===== config.mk =====
export PLATFORM = sky130hd
export DESIGN_NAME = pc_sequencer_flat
export DESIGN_NICKNAME = d
export VERILOG_FILES = /design/src/rtl/pc_sequencer_if.sv /design/src/rtl/pc_sequencer.sv /design/src/flat_wrapper.sv
export SDC_FILE = /design/constraint.sdc
export NUM_CORES = 1
export LEC_CHECK = 0
export CAP_MARGIN = 30
export CORE_MARGIN = 2
export CORE_UTILIZATION = 41
export CTS_CLUSTER_DIAMETER = 50
export DETAILED_ROUTE_END_ITERATION = 8
export PLACE_DENSITY = 0.74
export SLEW_MARGIN = 20
export SYNTH_ARGS = -nofsm -noshare
export SYNTH_HDL_FRONTEND = slang
export SYNTH_SLANG_ARGS = --single-unit

===== constraint.sdc =====
create_clock -name clk -period 1.86 [get_ports clk]
set_input_delay 0.558 -clock clk [delete_from_list [all_inputs] [get_ports clk]]
set_output_delay 0.558 -clock clk [all_outputs]
set_load 0.02 [all_outputs]

===== src/rtl/pc_sequencer_if.sv =====
// Signal bundle between pc_sequencer (master) and the program counter,
// memory port and execute logic it drives (slave).
interface pc_sequencer_if;
  logic        run;
  logic        halt_req;
  logic [11:0] pc_lat;
  logic        skip_cond;
  logic        exec_done;
  logic        mem_ack;
  logic [11:0] mem_rdata;
  logic [11:0] pc_in;
  logic        pc_ld;
  logic        pc_ck;
  logic        pc_latch;
  logic        pc_fetch;
  logic        mem_req;
  logic        mem_we;
  logic [11:0] mem_addr;
  logic [11:0] mem_wdata;
  logic [11:0] ir;
  logic        ir_valid;
  logic        running;

  modport master (
    input  run, halt_req, pc_lat, skip_cond, exec_done, mem_ack, mem_rdata,
    output pc_in, pc_ld, pc_ck, pc_latch, pc_fetch, mem_req, mem_we,
           mem_addr, mem_wdata, ir, ir_valid, running
  );

  modport slave (
    output run, halt_req, pc_lat, skip_cond, exec_done, mem_ack, mem_rdata,
    input  pc_in, pc_ld, pc_ck, pc_latch, pc_fetch, mem_req, mem_we,
           mem_addr, mem_wdata, ir, ir_valid, running
  );
endinterface


===== src/rtl/pc_sequencer.sv =====
// Instruction-cycle sequencer: strobes the program counter, fetches each
// instruction, resolves JMP/JMS/skip locally and hands the rest to execute logic.
module pc_sequencer #(
  parameter int GAP_CYCLES = 1
) (
  input  logic           clk,
  input  logic           reset,
  pc_sequencer_if.master bus
);

  localparam int            GW       = (GAP_CYCLES < 2) ? 1 : $clog2(GAP_CYCLES);
  localparam logic [GW-1:0] GAP_LOAD = GW'(GAP_CYCLES - 1);

  typedef enum logic [3:0] {
    S_IDLE, S_FETCH, S_GAP, S_READ, S_DECODE, S_DEFER,
    S_JMSW, S_JUMP, S_EXEC, S_SKIP, S_NEXT, S_HALT
  } state_t;

  state_t          state, state_nx;
  state_t          gap_ret, gap_ret_nx;
  logic [GW-1:0]   gap_cnt;
  logic [11:0]     ir_q, ea, pc_in_q;
  logic            skip_flag, exec_first;

  logic            fetch_o, ld_o, ck_o, req_o, we_o, ir_valid_o;
  logic [11:0]     addr_o, wdata_o, pc_in_o;

  logic [2:0]      op;
  logic            skip_hit, skip_now;
  logic [11:0]     ea_dir;

  assign op       = ir_q[11:9];
  assign ea_dir   = {ir_q[7] ? bus.pc_lat[11:7] : 5'b0, ir_q[6:0]};
  assign skip_hit = (op == 3'd7) && ir_q[8] && !ir_q[0] && bus.skip_cond;
  // The first EXEC cycle has not registered the flag yet, so use it directly.
  assign skip_now = exec_first ? skip_hit : skip_flag;

  // NOTE: sequential state uses non-blocking assignments so every flop samples
  // pre-edge values regardless of process ordering.
  always_ff @(posedge clk) begin
    if (reset) begin
      state   <= S_IDLE;
      gap_ret <= S_IDLE;
    end else begin
      state   <= state_nx;
      gap_ret <= gap_ret_nx;
    end
  end

  always_ff @(posedge clk) begin
    if (reset) begin
      gap_cnt    <= '0;
      ir_q       <= '0;
      ea         <= '0;
      pc_in_q    <= '0;
      skip_flag  <= 1'b0;
      exec_first <= 1'b0;
    end else begin
      if (fetch_o || ld_o || ck_o)
        gap_cnt <= GAP_LOAD;
      else if (state == S_GAP && gap_cnt != '0)
        gap_cnt <= gap_cnt - GW'(1);
      if (state == S_READ && bus.mem_ack)
        ir_q <= bus.mem_rdata;
      if (state == S_DECODE)
        ea <= ea_dir;
      else if (state == S_DEFER && bus.mem_ack)
        ea <= bus.mem_rdata;
      if (state == S_JUMP)
        pc_in_q <= ea;
      exec_first <= (state == S_DECODE) && (state_nx == S_EXEC);
      if (state == S_EXEC && exec_first)
        skip_flag <= skip_hit;
    end
  end

  // NOTE: every value driven here gets a default first, so no path through the
  // case statement can leave one unassigned and infer a latch.
  always_comb begin
    state_nx   = state;
    gap_ret_nx = gap_ret;
    fetch_o    = 1'b0;
    ld_o       = 1'b0;
    ck_o       = 1'b0;
    req_o      = 1'b0;
    we_o       = 1'b0;
    addr_o     = '0;
    wdata_o    = '0;
    ir_valid_o = 1'b0;
    pc_in_o    = pc_in_q;
    case (state)
      S_IDLE, S_HALT: if (bus.run && !bus.halt_req) state_nx = S_FETCH;
      S_FETCH: begin
        fetch_o    = 1'b1;
        state_nx   = S_GAP;
        gap_ret_nx = S_READ;
      end
      S_GAP: if (gap_cnt == '0) state_nx = gap_ret;
      S_READ: begin
        req_o  = 1'b1;
        addr_o = bus.pc_lat;
        if (bus.mem_ack) state_nx = S_DECODE;
      end
      S_DECODE: begin
        if ((op == 3'd4 || op == 3'd5) && ir_q[8]) state_nx = S_DEFER;
        else if (op == 3'd4)                       state_nx = S_JMSW;
        else if (op == 3'd5)                       state_nx = S_JUMP;
        else                                       state_nx = S_EXEC;
      end
      S_DEFER: begin
        req_o  = 1'b1;
        addr_o = ea;
        if (bus.mem_ack) state_nx = (op == 3'd4) ? S_JMSW : S_JUMP;
      end
      S_JMSW: begin
        req_o   = 1'b1;
        we_o    = 1'b1;
        addr_o  = ea;
        wdata_o = bus.pc_lat + 12'd1;
        if (bus.mem_ack) state_nx = S_JUMP;
      end
      S_JUMP: begin
        ld_o       = 1'b1;
        pc_in_o    = ea;
        state_nx   = S_GAP;
        // JMS lands on EA+1: the subroutine body follows the return-address word.
        gap_ret_nx = (op == 3'd4) ? S_SKIP : S_NEXT;
      end
      S_EXEC: begin
        ir_valid_o = 1'b1;
        if (bus.exec_done) state_nx = skip_now ? S_SKIP : S_NEXT;
      end
      S_SKIP: begin
        ck_o       = 1'b1;
        state_nx   = S_GAP;
        gap_ret_nx = S_NEXT;
      end
      S_NEXT: state_nx = (bus.halt_req || !bus.run) ? S_HALT : S_FETCH;
      default: state_nx = S_IDLE;
    endcase
  end

  assign bus.pc_fetch  = fetch_o;
  assign bus.pc_ld     = ld_o;
  assign bus.pc_ck     = ck_o;
  assign bus.pc_latch  = 1'b0;
  assign bus.pc_in     = pc_in_o;
  assign bus.mem_req   = req_o;
  assign bus.mem_we    = we_o;
  assign bus.mem_addr  = addr_o;
  assign bus.mem_wdata = wdata_o;
  assign bus.ir        = ir_q;
  assign bus.ir_valid  = ir_valid_o;
  assign bus.running   = (state != S_IDLE) && (state != S_HALT);

endmodule


===== src/flat_wrapper.sv =====
// flat-port wrapper written by rule: the top's interface ports become plain ports
module pc_sequencer_flat 
#(
  parameter int GAP_CYCLES = 1
)
  (clk, reset, bus_run, bus_halt_req, bus_pc_lat, bus_skip_cond, bus_exec_done, bus_mem_ack, bus_mem_rdata, bus_pc_in, bus_pc_ld, bus_pc_ck, bus_pc_latch, bus_pc_fetch, bus_mem_req, bus_mem_we, bus_mem_addr, bus_mem_wdata, bus_ir, bus_ir_valid, bus_running);
  pc_sequencer_if bus_i ();
  input  logic clk;
  input  logic reset;
  input wire logic [$bits(bus_i.run)-1:0] bus_run;
  input wire logic [$bits(bus_i.halt_req)-1:0] bus_halt_req;
  input wire logic [$bits(bus_i.pc_lat)-1:0] bus_pc_lat;
  input wire logic [$bits(bus_i.skip_cond)-1:0] bus_skip_cond;
  input wire logic [$bits(bus_i.exec_done)-1:0] bus_exec_done;
  input wire logic [$bits(bus_i.mem_ack)-1:0] bus_mem_ack;
  input wire logic [$bits(bus_i.mem_rdata)-1:0] bus_mem_rdata;
  output wire logic [$bits(bus_i.pc_in)-1:0] bus_pc_in;
  output wire logic [$bits(bus_i.pc_ld)-1:0] bus_pc_ld;
  output wire logic [$bits(bus_i.pc_ck)-1:0] bus_pc_ck;
  output wire logic [$bits(bus_i.pc_latch)-1:0] bus_pc_latch;
  output wire logic [$bits(bus_i.pc_fetch)-1:0] bus_pc_fetch;
  output wire logic [$bits(bus_i.mem_req)-1:0] bus_mem_req;
  output wire logic [$bits(bus_i.mem_we)-1:0] bus_mem_we;
  output wire logic [$bits(bus_i.mem_addr)-1:0] bus_mem_addr;
  output wire logic [$bits(bus_i.mem_wdata)-1:0] bus_mem_wdata;
  output wire logic [$bits(bus_i.ir)-1:0] bus_ir;
  output wire logic [$bits(bus_i.ir_valid)-1:0] bus_ir_valid;
  output wire logic [$bits(bus_i.running)-1:0] bus_running;
  assign bus_i.run = bus_run;
  assign bus_i.halt_req = bus_halt_req;
  assign bus_i.pc_lat = bus_pc_lat;
  assign bus_i.skip_cond = bus_skip_cond;
  assign bus_i.exec_done = bus_exec_done;
  assign bus_i.mem_ack = bus_mem_ack;
  assign bus_i.mem_rdata = bus_mem_rdata;
  assign bus_pc_in = bus_i.pc_in;
  assign bus_pc_ld = bus_i.pc_ld;
  assign bus_pc_ck = bus_i.pc_ck;
  assign bus_pc_latch = bus_i.pc_latch;
  assign bus_pc_fetch = bus_i.pc_fetch;
  assign bus_mem_req = bus_i.mem_req;
  assign bus_mem_we = bus_i.mem_we;
  assign bus_mem_addr = bus_i.mem_addr;
  assign bus_mem_wdata = bus_i.mem_wdata;
  assign bus_ir = bus_i.ir;
  assign bus_ir_valid = bus_i.ir_valid;
  assign bus_running = bus_i.running;
  pc_sequencer #(.GAP_CYCLES(GAP_CYCLES)) u_core (.clk(clk), .reset(reset), .bus(bus_i));
endmodule

==> results.yml <==
synthesis:
  syn-num-nets: 355
  avgSynthCellArea_um2: 7.933
  yosysSeqAreaShare: 0.3594
  synth_enable_flop_cells: 0
  yosysMostFrequentCell: "dfxtp_1"
  syn-cell-area_um2: 2562
  yosys_most_used_dff: "dfxtp_1"
  synth_seq_cells: 46
  syn_inst: 323
  yosysTopAreaCellShare: 0.3594
  async_flop_share: 0
  ys_top_cells_by_count: "dfxtp_1, nor2_1, nand2_1, a21oi_1, nand3_1"
  ys.warnings.count: 0
  synthDistinctLibCells: 55
  synth_area_leaders: "dfxtp_1, nor2_1, mux2_2"
  yosysTopAreaCell: "dfxtp_1"
route:
  via_per_inst: 5.720
  vias: 3129
  wl_per_cell_um: 19.02
  dr.pass1.iters: 5
  drt_iter0_drc: 194
  drc_errors: 0
  ant_nets: 0
  finalWirelength_um: 10400
clocking:
  cts.sinks: 46
  cts_root_buf: "clkbuf_8"
  clock_latency_ns: 0.31
  clk_path_buf_depth: 2
  h-tree-depth: 2
  clk_pin_slew_ns: 0.10
  cts_buffers: 5
  cts_tree: "done"
critical_path:
  path_class: "reg2out"
  path_cells: "and2b_2 -> nand3_4 -> buf_12 -> mux2_4 -> buf_6"
  worstPathArrival_ns: 1.72
  cpLargestDelayFamily: "simple AND/OR/NAND/NOR gates"
  cp-start-kind: "flop"
  crit_buf_inv: 2
  crit_required_ns: 1.30
  worst-path-max-fanout: 8
  cp_slowest_stage_delay_ns: 0.37
  cpMaxStageDelayCell: "dfxtp_4"
  endpoint_kind: "output port"
sta:
  worst_slack_ns: -0.4205
  holdWs_ns: 0.4734
  rsz0062_at_grt: "yes"
  hold_viol: 0
  slew_headroom: 0.5964
  maxSlewViolCount: 0
  post-route-min-period_ns: 2.281
  fin_skew_ns: 0.008009
  timing.final.crit_share: 1.226
  tightest_slew_ns: 0.6041
  max_freq_mhz: 438.5
  setup_viol: 56
  final.setup.tns_ns: -13.90
pwr:
  ir_drop_mv: 0.3844
  p_per_area_nw_per_um2: 415.3
  p_leak_nw: 2.173
min_path:
  hp-class: "reg2reg"
final_layout:
  layout.nets: 503
  final-seq-area_um2: 935.9
  multi_input_area_um2: 1983
  area_delta_synth_final_pct: 88.23
  layout-drive-gt1-share: 0.4788
  num_antenna_cells: 0
  fillers: 354
place:
  pre_cts_ws_ns: -1.277
  dp_hpwl_um: 6357
  portBuffers: 85
  gp_congestion: 0.8660
floorplan:
  start_util: 0.4277
  die_w_um: 83.06
  die-area_um2: 6898
  io_pins: 87
  fp.coreArea_um2: 5991
  placementRows: 28
  fp.dieH_um: 83.06
grt:
  antenna_found_initial: 0
  grt_start_max_net_pins: 25
  first_global_vias: 2976
  track_usage: 0.2795
  overflow: 0
  grt_first_pass_wirelength_um: 15710
run_status:
  violations: "negative setup slack"
  outcome: "complete, but fails checks"
run:
  drv_cap: 0
[cell families after synthesis]
kind of cell | count (synthesis) | share of synthesized area
and+or+nand+nor | 155 | 0.3184
other | 1 | 0.001463
xor gates and xnor gates | 8 | 0.02734
buffers and inverters | 34 | 0.05762
AOI/OAI and AO/OA | 66 | 0.1782
adders and majority gates | 1 | 0.004882
DFF | 46 | 0.3594
muxes | 12 | 0.05273
[repair_timing]
action / in CTS / in global routing
hold buffers: 0 / 0
setup buffers: 11 / 12
pin swaps: 27 / 26
endpoints found under the setup margin: 46 / 73
gates resized for setup: 369 / 49
endpoints found under the hold margin: 0 / 0
gates cloned: 3 / 1
[layer usage]
| metal | global-route usage | vias to the layer above | routed length, um |
|---|---|---|---|
| li1 | - | 1451 | - |
| met1 | 0.3658 | 1483 | 4306 |
| met2 | 0.4780 | 162 | 5163 |
| met3 | 0.03479 | 33 | 606 |
| met4 | 0.08942 | 0 | 325 |
| met5 | 0 | - | 0 |
[final timing paths]
path	from	endpoint	slack [ns]	cells after the start
max	u_core.state[3]	bus_pc_in[8]	-0.42	5
min	u_core.gap_ret[1]	u_core.gap_ret[1]	0.47	2
max reg2reg	u_core.state[3]	u_core.ea[5]	-0.09	8
min reg2reg	u_core.gap_ret[1]	u_core.gap_ret[1]	0.47	2
[stage by stage]
stage / instances / utilization / power, mW / instance area [um^2]
floorplan: 323 / - / 1.125 / 2760
global placement: 515 / 0.6756 / 1.279 / 4048
detailed placement: 515 / 0.6756 / 1.284 / 4048
CTS: 536 / 0.7617 / 1.979 / 4563
global route: 547 / 0.8051 / 2.071 / 4823
finish: 547 / 0.8051 / 2.003 / 4823
[area by class of cell]
type                    instances  area share
clock buffers                   5     0.01427
inverters                       8    0.007263
flip-flops and latches         46      0.1940
repair buffers                166      0.3479
well taps                      75     0.01946
multi-input cells             244      0.4112
clock inverters                 3    0.005966
[registers in the layout (all words and copies together) (netlist names)]
register,flops
u_core.bus.ir,12
u_core.ea,12
u_core.pc_in_q,12
u_core.state,4
u_core.gap_ret,3
u_core.exec_first,1
u_core.gap_cnt,1
u_core.skip_flag,1
[worst min-delay path, stage by stage (launching register included)]
cell,delay (ns)
dfxtp_1,0.32
inv_1,0.05
a221oi_1,0.06
[layout by cell type, fill, tap and decap left out, types with 5 or more instances in the layout]
| master | count |
|---|---|
| dfxtp_1 | 42 |
| nor2_4 | 11 |
| clkbuf_8 | 5 |
| inv_1 | 5 |
| buf_4 | 64 |
| nand3_1 | 19 |
| nand2_1 | 21 |
| clkdlybuf4s50_1 | 20 |
| nor2_1 | 30 |
| mux2_4 | 12 |
| nor2b_1 | 14 |
| buf_6 | 54 |
| nor4_1 | 7 |
| xnor2_2 | 5 |
| dlymetal6s2s_1 | 9 |
| a21oi_1 | 19 |
| a22o_1 | 11 |
[power breakdown]
group	switching, mW	internal (mW)
registers	0.00778	0.986
clock network	0.404	0.282
logic	0.162	0.162
Note: power is estimated with default switching activity, not from simulation.
